File: src/rtl/trng_vn_packer.sv
// Von Neumann debiaser and LSB-first word packer for the PDL entropy source; z reaches the pair FSM after SYNC_STAGES edges.
// A word is valid from the edge that samples its final pair; a full, unaccepted output register drops new words and sets sticky overflow.
module trng_vn_packer #(
    parameter int OUT_W       = 8,
    parameter int SYNC_STAGES = 2
) (
    input  logic                   clk,
    input  logic                   clr,
    input  logic                   en,
    input  logic                   z,
    output logic [OUT_W-1:0]       dout,
    output logic                   dout_valid,
    input  logic                   dout_ready,
    output logic                   overflow,
    output logic [$clog2(OUT_W):0] bit_cnt
);

    localparam int CNT_W = $clog2(OUT_W) + 1;

    typedef enum logic {
        WAIT_A = 1'b0,
        WAIT_B = 1'b1
    } state_e;

    logic [SYNC_STAGES-1:0] sync_q;
    logic                   zs;

    state_e                 state_q, state_d;
    logic                   a_q;
    logic                   a_ld;
    logic                   emit;
    logic                   emit_bit;

    logic [OUT_W-1:0]       sr_q, sr_d;
    logic [CNT_W-1:0]       bit_cnt_q, bit_cnt_d;
    logic [OUT_W-1:0]       word_new;
    logic                   last_bit;
    logic                   word_done;

    logic [OUT_W-1:0]       dout_q, dout_d;
    logic                   dout_valid_q, dout_valid_d;
    logic                   overflow_q, overflow_d;
    logic                   accept;

    // Synchroniser runs independently of en so zs is always settled.
    always_ff @(posedge clk) begin
        if (clr) begin
            sync_q <= '0;
        end else begin
            sync_q <= {sync_q[SYNC_STAGES-2:0], z};
        end
    end

    assign zs = sync_q[SYNC_STAGES-1];

    always_ff @(posedge clk) begin
        if (clr) begin
            state_q <= WAIT_A;
        end else begin
            state_q <= state_d;
        end
    end

    always_comb begin
        state_d = state_q;
        if (!en) begin
            state_d = WAIT_A;
        end else begin
            case (state_q)
                WAIT_A:  state_d = WAIT_B;
                WAIT_B:  state_d = WAIT_A;
                default: state_d = WAIT_A;
            endcase
        end
    end

    always_comb begin
        a_ld     = 1'b0;
        emit     = 1'b0;
        emit_bit = a_q;
        if (en) begin
            case (state_q)
                WAIT_A:  a_ld = 1'b1;
                WAIT_B:  emit = (a_q != zs);
                default: a_ld = 1'b0;
            endcase
        end
    end

    always_ff @(posedge clk) begin
        if (clr) begin
            a_q <= 1'b0;
        end else if (a_ld) begin
            a_q <= zs;
        end
    end

    // Word including the bit being emitted this cycle, used both for packing and for the output load.
    always_comb begin
        word_new = sr_q;
        for (int i = 0; i < OUT_W; i++) begin
            if (bit_cnt_q == CNT_W'(i)) begin
                word_new[i] = emit_bit;
            end
        end
    end

    assign last_bit  = (bit_cnt_q == CNT_W'(OUT_W - 1));
    assign word_done = emit && last_bit;

    always_comb begin
        sr_d      = sr_q;
        bit_cnt_d = bit_cnt_q;
        if (emit) begin
            if (last_bit) begin
                sr_d      = '0;
                bit_cnt_d = '0;
            end else begin
                sr_d      = word_new;
                bit_cnt_d = bit_cnt_q + CNT_W'(1);
            end
        end
    end

    always_ff @(posedge clk) begin
        if (clr) begin
            sr_q      <= '0;
            bit_cnt_q <= '0;
        end else begin
            sr_q      <= sr_d;
            bit_cnt_q <= bit_cnt_d;
        end
    end

    assign accept = dout_valid_q && dout_ready;

    // A word completing in the same cycle as an accept replaces the departing one.
    always_comb begin
        dout_d       = dout_q;
        dout_valid_d = dout_valid_q;
        overflow_d   = overflow_q;
        if (word_done) begin
            if (!dout_valid_q || accept) begin
                dout_d       = word_new;
                dout_valid_d = 1'b1;
            end else begin
                overflow_d   = 1'b1;
            end
        end else if (accept) begin
            dout_valid_d = 1'b0;
        end
    end

    always_ff @(posedge clk) begin
        if (clr) begin
            dout_q       <= '0;
            dout_valid_q <= 1'b0;
            overflow_q   <= 1'b0;
        end else begin
            dout_q       <= dout_d;
            dout_valid_q <= dout_valid_d;
            overflow_q   <= overflow_d;
        end
    end

    assign dout       = dout_q;
    assign dout_valid = dout_valid_q;
    assign overflow   = overflow_q;
    assign bit_cnt    = bit_cnt_q;

    a_hold_stable: assert property (@(posedge clk) disable iff (clr)
        (dout_valid_q && !dout_ready) |=> (dout_valid_q && $stable(dout_q)));

endmodule

File: config.mk
export PLATFORM = sky130hd
export DESIGN_NAME = trng_vn_packer
export DESIGN_NICKNAME = d
export VERILOG_FILES = /design/src/rtl/trng_vn_packer.sv
export SDC_FILE = /design/constraint.sdc
export NUM_CORES = 1
export LEC_CHECK = 0
export CAP_MARGIN = 40
export CORE_MARGIN = 8
export CORE_UTILIZATION = 54
export DETAILED_ROUTE_END_ITERATION = 12
export GPL_ROUTABILITY_DRIVEN = 0
export PLACE_DENSITY = 0.82
export SETUP_SLACK_MARGIN = 0.2
export SKIP_LAST_GASP = 1
export SYNTH_ARGS = -nofsm -noshare
export SYNTH_HDL_FRONTEND = slang
export SYNTH_SLANG_ARGS = --single-unit
File: constraint.sdc
create_clock -name clk -period 5.25 [get_ports clk]
set_clock_uncertainty 0.1 [all_clocks]
set_input_delay 0.7875 -clock clk [delete_from_list [all_inputs] [get_ports clk]]
set_output_delay 0.7875 -clock clk [all_outputs]
set_load 0.1 [all_outputs]
==> run metrics, run 1 <==
Post-CTS Setup Inserts 0; Final Cycle Share 0.492; # hold bufs at CTS 0; Rows 16; CTS sink cnt 25; fillcell total 138; simple-gate share of the synthesized area 0.211; setup_tns 0 ps; compound-cell area share of the yosys netlist 0.0783; nature of the critical path startpoint register; Power Internal between 0.0002 and 0.00025 W; Num CTS Buffers 3; Yosys cell types 26; power share of the combinational group 0.046; power per cell area 189 mW/mm2; area grow syn2layout 37.9%; fmax 387 MHz; cell taking the most area after synthesis dfxtp_1; pre-CTS WS 2560 ps; clk slew on worst S/H paths ~140 ps; Synth Area in Adders 0.0447; register area share after synthesis 0.447; grt total ovfl 0; post-route worst hold slack 371 ps; Worst Setup End Kind output pin; remaining routing DRC violations 0; delay-heaviest family, CP buffers and inverters; fin crit period 2580 ps; # IOs 19; Avg Cell Area, Syn 9.81 um2; DRT Wirelength roughly 2.4 mm; clock latency on the worst-skew pair between 300 and 400 ps; Slew Viols, Final 0; Slew @ Worst Pin 870 ps; via count 898; Vias/cell 5.25; CP Max Fanout 12; drt initial violations 31; initial antenna violation count 0; largest family of logic cells by synthesized area simple AND/OR/NAND/NOR gates; CTS tree built; area share of the largest cell type after synthesis 0.447; Post-CTS Resized 0; Setup CP Type reg2out; flop and latch count out of synthesis 25; Post-Syn Nets roughly 120; DP HPWL 1.72 mm; RSZ-0062 raised after global routing false; final setup fails 0; mapped cell area ~0.0011 mm2; Chip Width 61.5 um; status completed; Post-layout nets approximately 150; critical path data arrival time 1690 ps; clock power share 0.294; Synth Instances 114; final hold vios 0; Die Y 61.5 um; top post-synthesis cells by area dfxtp_1 45%, mux2i_1 8.9%, mux2_2 7.0%; CP Cell Sequence clkdlybuf4s50_1, buf_8; GRT Total Usage 0.139; relative slew slack 0.418; slowest stage cell, crit path clkdlybuf4s50_1; largest net degree at the start of global routing 26; maximum VDD drop 0.000173 V; Sw Ratio 0.225; register share of total power 0.660; DRT antenna net count 0; ant diodes 0; Port Buffers 18; Crit path largest cell delay 600 ps; Switching Power 0.0000656 W; router iterations before antenna repair 4; setup ws final 2670 ps; Multi-input gate area just under 600 um2; Synth Flop Type dfxtp_1; Post-synth EDFFs 0; vias in the first global route 878; post-synthesis xor/xnor area fraction 0.0235; register area around 500 um2; Yosys Warn Count 0; CTS root buf clkbuf_4; most common cell in the netlist dfxtp_1; post-synthesis mux area share 0.160; asr flop ratio synth 0; first-pass GRT wire length 4.02 mm; Buf/Inv on CP 2; clk buf depth 2; H-tree Lvls 1; LEAKAGE between 0.5 and 0.6 nW; max_cap viols 0; Die ar. about 0.0038 mm2; wire per inst 14.1 um; Req. time, crit path between 4000 and 5000 ps; Initial Utilization 0.570; HP Class reg2reg; core area 0.00196 mm2; top cells by count, synth 25 x dfxtp_1, 21 x nor2_1, 10 x mux2i_1, 7 x a22oi_1, 7 x mux2_2; layout cell share with drive strength beyond 1 0.181
==> layer usage <==
metal,track usage,up-vias,part of all wire
met5,0,-,0
met4,0.0584,0,0.011
met3,0.0418,4,0.057
met2,0.229,23,0.49
met1,0.162,418,0.45
li1,-,453,-
==> worst reg2reg max path, stage by stage, from the launching register on <==
cell	delay [ps]
dfxtp_1	580
xor2_1	390
nand2_1	330
or4_1	560
a21oi_1	160
==> per-stage QoR <==
step	total power [W]	util	cell area (um2)	cells
floorplan	0.000205	-	1120	114
global placement	0.000209	0.663	1300	152
detailed placement	0.000210	0.773	1520	167
CTS	0.000292	0.786	1540	171
global route	0.000302	0.786	1540	171
finish	0.000292	0.786	1540	171
==> cells in the final DEF (no fill, tap or decap), types with 2 or more instances in the layout <==
cell | synthesis | final
nand2_1 | 2 | 2
nor2_1 | 21 | 21
nand3_1 | 2 | 2
ha_1 | 4 | 4
nor3b_1 | 4 | 4
buf_8 | 0 | 14
xor2_1 | 2 | 2
clkbuf_4 | 0 | 3
mux2_2 | 7 | 7
inv_1 | 2 | 2
a22oi_1 | 7 | 7
nand3b_1 | 4 | 4
clkdlybuf4s50_1 | 0 | 18
nor2b_1 | 5 | 5
dfxtp_1 | 25 | 25
a21oi_1 | 3 | 3
mux2i_1 | 10 | 10
==> sequential cells by signal, indices dropped and copies added, names as in the netlist <==
register / count
a_q: 1
bit_cnt: 4
dout: 8
dout_valid: 1
overflow: 1
sr_q: 7
state_q: 1
sync_q: 2
==> power by group through the flow <==
stage            logic, W  clock network (W)  registers (W)
4_1_cts         0.0000135          0.0000857       0.000193
6_report        0.0000136          0.0000859       0.000193
5_1_grt         0.0000147          0.0000944       0.000193
3_3_place_gp    0.0000127                  0       0.000197
2_1_floorplan  0.00000839                  0       0.000197
3_5_place_dp    0.0000135                  0       0.000197
==> path summary, 6_finish.rpt <==
check | cells past startpoint | endpoint | slack, ps | start
worst max register to register | 4 | bit_cnt[3]$_SDFFE_PP0P_ | 3060 | a_q$_SDFFE_PP0P_
worst min register to register | 1 | sync_q[1]$_SDFF_PP0_ | 370 | sync_q[0]$_SDFF_PP0_
worst max-delay path | 2 | bit_cnt[2] | 2670 | bit_cnt[2]$_SDFFE_PP0P_
worst min-delay path | 1 | sync_q[1]$_SDFF_PP0_ | 370 | sync_q[0]$_SDFF_PP0_
==> cells by family after synthesis <==
kind of cell	after synthesis
buffers and inverters	9
and+or+nand+nor	43
muxes	17
DFF	25
xor gates and xnor gates	3
adders and majority gates	4
AOI/OAI and AO/OA	13
==> area by class of cell <==
class / count / area share
Timing Repair Buffer: 33 / 0.256
Multi-Input combinational cell: 80 / 0.376
Sequential cell: 25 / 0.324
Tap cell: 27 / 0.0219
Inverter: 2 / 0.00487
Clock buffer: 4 / 0.0170
(Power assumes the default switching activity.)
==> run 2, diff against run 1 <==
--- a/config.mk
+++ b/config.mk
@@ -7,10 +7,10 @@
 export LEC_CHECK = 0
 export CAP_MARGIN = 40
 export CORE_MARGIN = 8
-export CORE_UTILIZATION = 54
+export CORE_UTILIZATION = 46
 export DETAILED_ROUTE_END_ITERATION = 12
 export GPL_ROUTABILITY_DRIVEN = 0
-export PLACE_DENSITY = 0.82
+export PLACE_DENSITY = 0.75
 export SETUP_SLACK_MARGIN = 0.2
 export SKIP_LAST_GASP = 1
 export SYNTH_ARGS = -nofsm -noshare
==> constraint.sdc (replaced) <==
create_clock -name clk -period 2.3 [get_ports clk]
set_clock_uncertainty 0.1 [all_clocks]
set_input_delay 0.345 -clock clk [delete_from_list [all_inputs] [get_ports clk]]
set_output_delay 0.345 -clock clk [all_outputs]
set_load 0.1 [all_outputs]
==> run 2 against run 1 <==
  * Setup slack worse by 2200 ps
  * Cell area is 13% lower
  * Cell count down 4.7%
  * Count of clock-buffer cells in the layout unchanged
==> run metrics, run 2 (same netlist as run 1, synthesis figures left out) <==
status completed; core area 0.00239 mm2 (+22%); H-tree Lvls 1 (unchanged); # IOs 19 (unchanged); Die ar. 0.00427 mm2 (+13%); commonest non-fill, non-tap cells in the layout 21 x nor2_1, 21 x dfxtp_1, 18 x buf_4; RSZ-0062 raised after global routing false; Multi-input gate area 579 um2 (unchanged); Die Y 65.3 um (+6.2%); final hold vios 0 (unchanged); Slew @ Worst Pin 360 ps (-510 ps); # hold bufs at CTS 0 (unchanged); relative slew slack 0.759 (+0.342); final setup fails 0 (unchanged); max FFs per register 8 (unchanged); HP Class reg2reg; Setup CP Type reg2reg; vias in the first global route 808 (-8.0%); remaining routing DRC violations 0 (unchanged); CP Max Fanout 11 (-1); Req. time, crit path 2460 ps (-1900 ps); DP HPWL 1.48 mm (-13%); Vias/cell 5.21 (-0.82%); Rows 18 (+2); Slew Viols, Final 0 (unchanged); area grow syn2layout 19.5%; register area 510 um2 (+2.0%); DRT Wirelength 2.07 mm (-14%); Worst Setup End Kind register; drt initial violations 16 (-48%); wire per inst 12.7 um (-9.9%); Final Cycle Share 0.782; ant diodes 0 (unchanged); largest net degree at the start of global routing 26 (unchanged); CTS root buf clkbuf_4; fin crit period 1800 ps; initial antenna violation count 0 (unchanged); DRT antenna net count 0 (unchanged); Port Buffers 18 (unchanged); nature of the critical path startpoint register; clk buf depth 2 (unchanged); CTS tree built; fillcell total 230 (+67%); grt total ovfl 0 (unchanged); Post-CTS Setup Inserts 0 (unchanged); LEAKAGE 0.523 nW (-9.5%); fmax 556 MHz; Initial Utilization 0.469 (-0.102); clock latency on the worst-skew pair 310 ps (about the same); GRT Total Usage 0.100 (-0.0389); maximum VDD drop 0.000398 V (+130%); hold depth 1 (unchanged); Post-CTS Resized 0 (unchanged); first-pass GRT wire length 3.49 mm (-13%); Num CTS Buffers 3 (unchanged); power per cell area 497 mW/mm2 (+160%); Chip Width 65.3 um (+6.2%); post-route worst hold slack 355 ps (-16.8 ps); layout cell share with drive strength beyond 1 0.248 (+0.0676); clk slew on worst S/H paths 140 ps (about the same); setup_tns 0 ps (unchanged); max_cap viols 0 (unchanged); Post-layout nets 143 (-7.1%); CTS sink cnt 25 (unchanged); via count 849 (-5.5%); Reg2Reg Depth 4 (unchanged); critical path data arrival time 1960 ps (+270 ps); router iterations before antenna repair 3 (-1)
## run 2: cell types whose count changed in the layout (fill, tap and decap cells not counted), sizes merged
cell	delta
buf	+3
clkdlybuf4s50	-14
## run 2: layer usage
metal  GRT usage  part of all wire
met1       0.112              0.46
met2       0.172              0.46
met3      0.0153             0.044
met4      0.0654             0.026
met5           0                 0
## run 2: path summary, 6_finish.rpt
path                                      startpoint  slack, ps                 endpoint
worst max-delay path                a_q$_SDFFE_PP0P_        500  bit_cnt[3]$_SDFFE_PP0P_
worst min-delay path            sync_q[0]$_SDFF_PP0_        350     sync_q[1]$_SDFF_PP0_
worst max register to register      a_q$_SDFFE_PP0P_        500  bit_cnt[3]$_SDFFE_PP0P_
worst min register to register  sync_q[0]$_SDFF_PP0_        350     sync_q[1]$_SDFF_PP0_
## run 2: cell type report
type / count / area share
multi-input cells: 80 / 0.434
clock buffers: 4 / 0.0197
flip-flops and latches: 25 / 0.382
repair buffers: 22 / 0.131
inverters: 2 / 0.00562
well taps: 30 / 0.0281
## run 2: critical path, cell delays in order (launching register included)
cell and delay [ps]:
dfxtp_1 560, xor2_1 350, nand2_1 120, or4_1 470
a21oi_1 140
## run 2: report_power, final
group,internal (W),total [W],switching [W]
Sequential,0.000434,0.000437,0.00000306
Combinational,0.0000139,0.0000313,0.0000174
Clock,0.0000677,0.000195,0.000127
Total,0.000516,0.000664,0.000148
## run 2: stage by stage
| stage | total power (W) | setup slack, ps | instance area [um2] | cells | utilization |
|---|---|---|---|---|---|
| after floorplan | 0.000467 | 326 | 1130 | 114 | - |
| final | 0.000664 | 501 | 1340 | 163 | 0.560 |
| after detailed placement | 0.000478 | 369 | 1310 | 159 | 0.549 |
| after global routing | 0.000686 | 349 | 1340 | 163 | 0.560 |
| after global placement | 0.000478 | 389 | 1310 | 159 | 0.549 |
| after CTS | 0.000672 | 505 | 1340 | 163 | 0.560 |
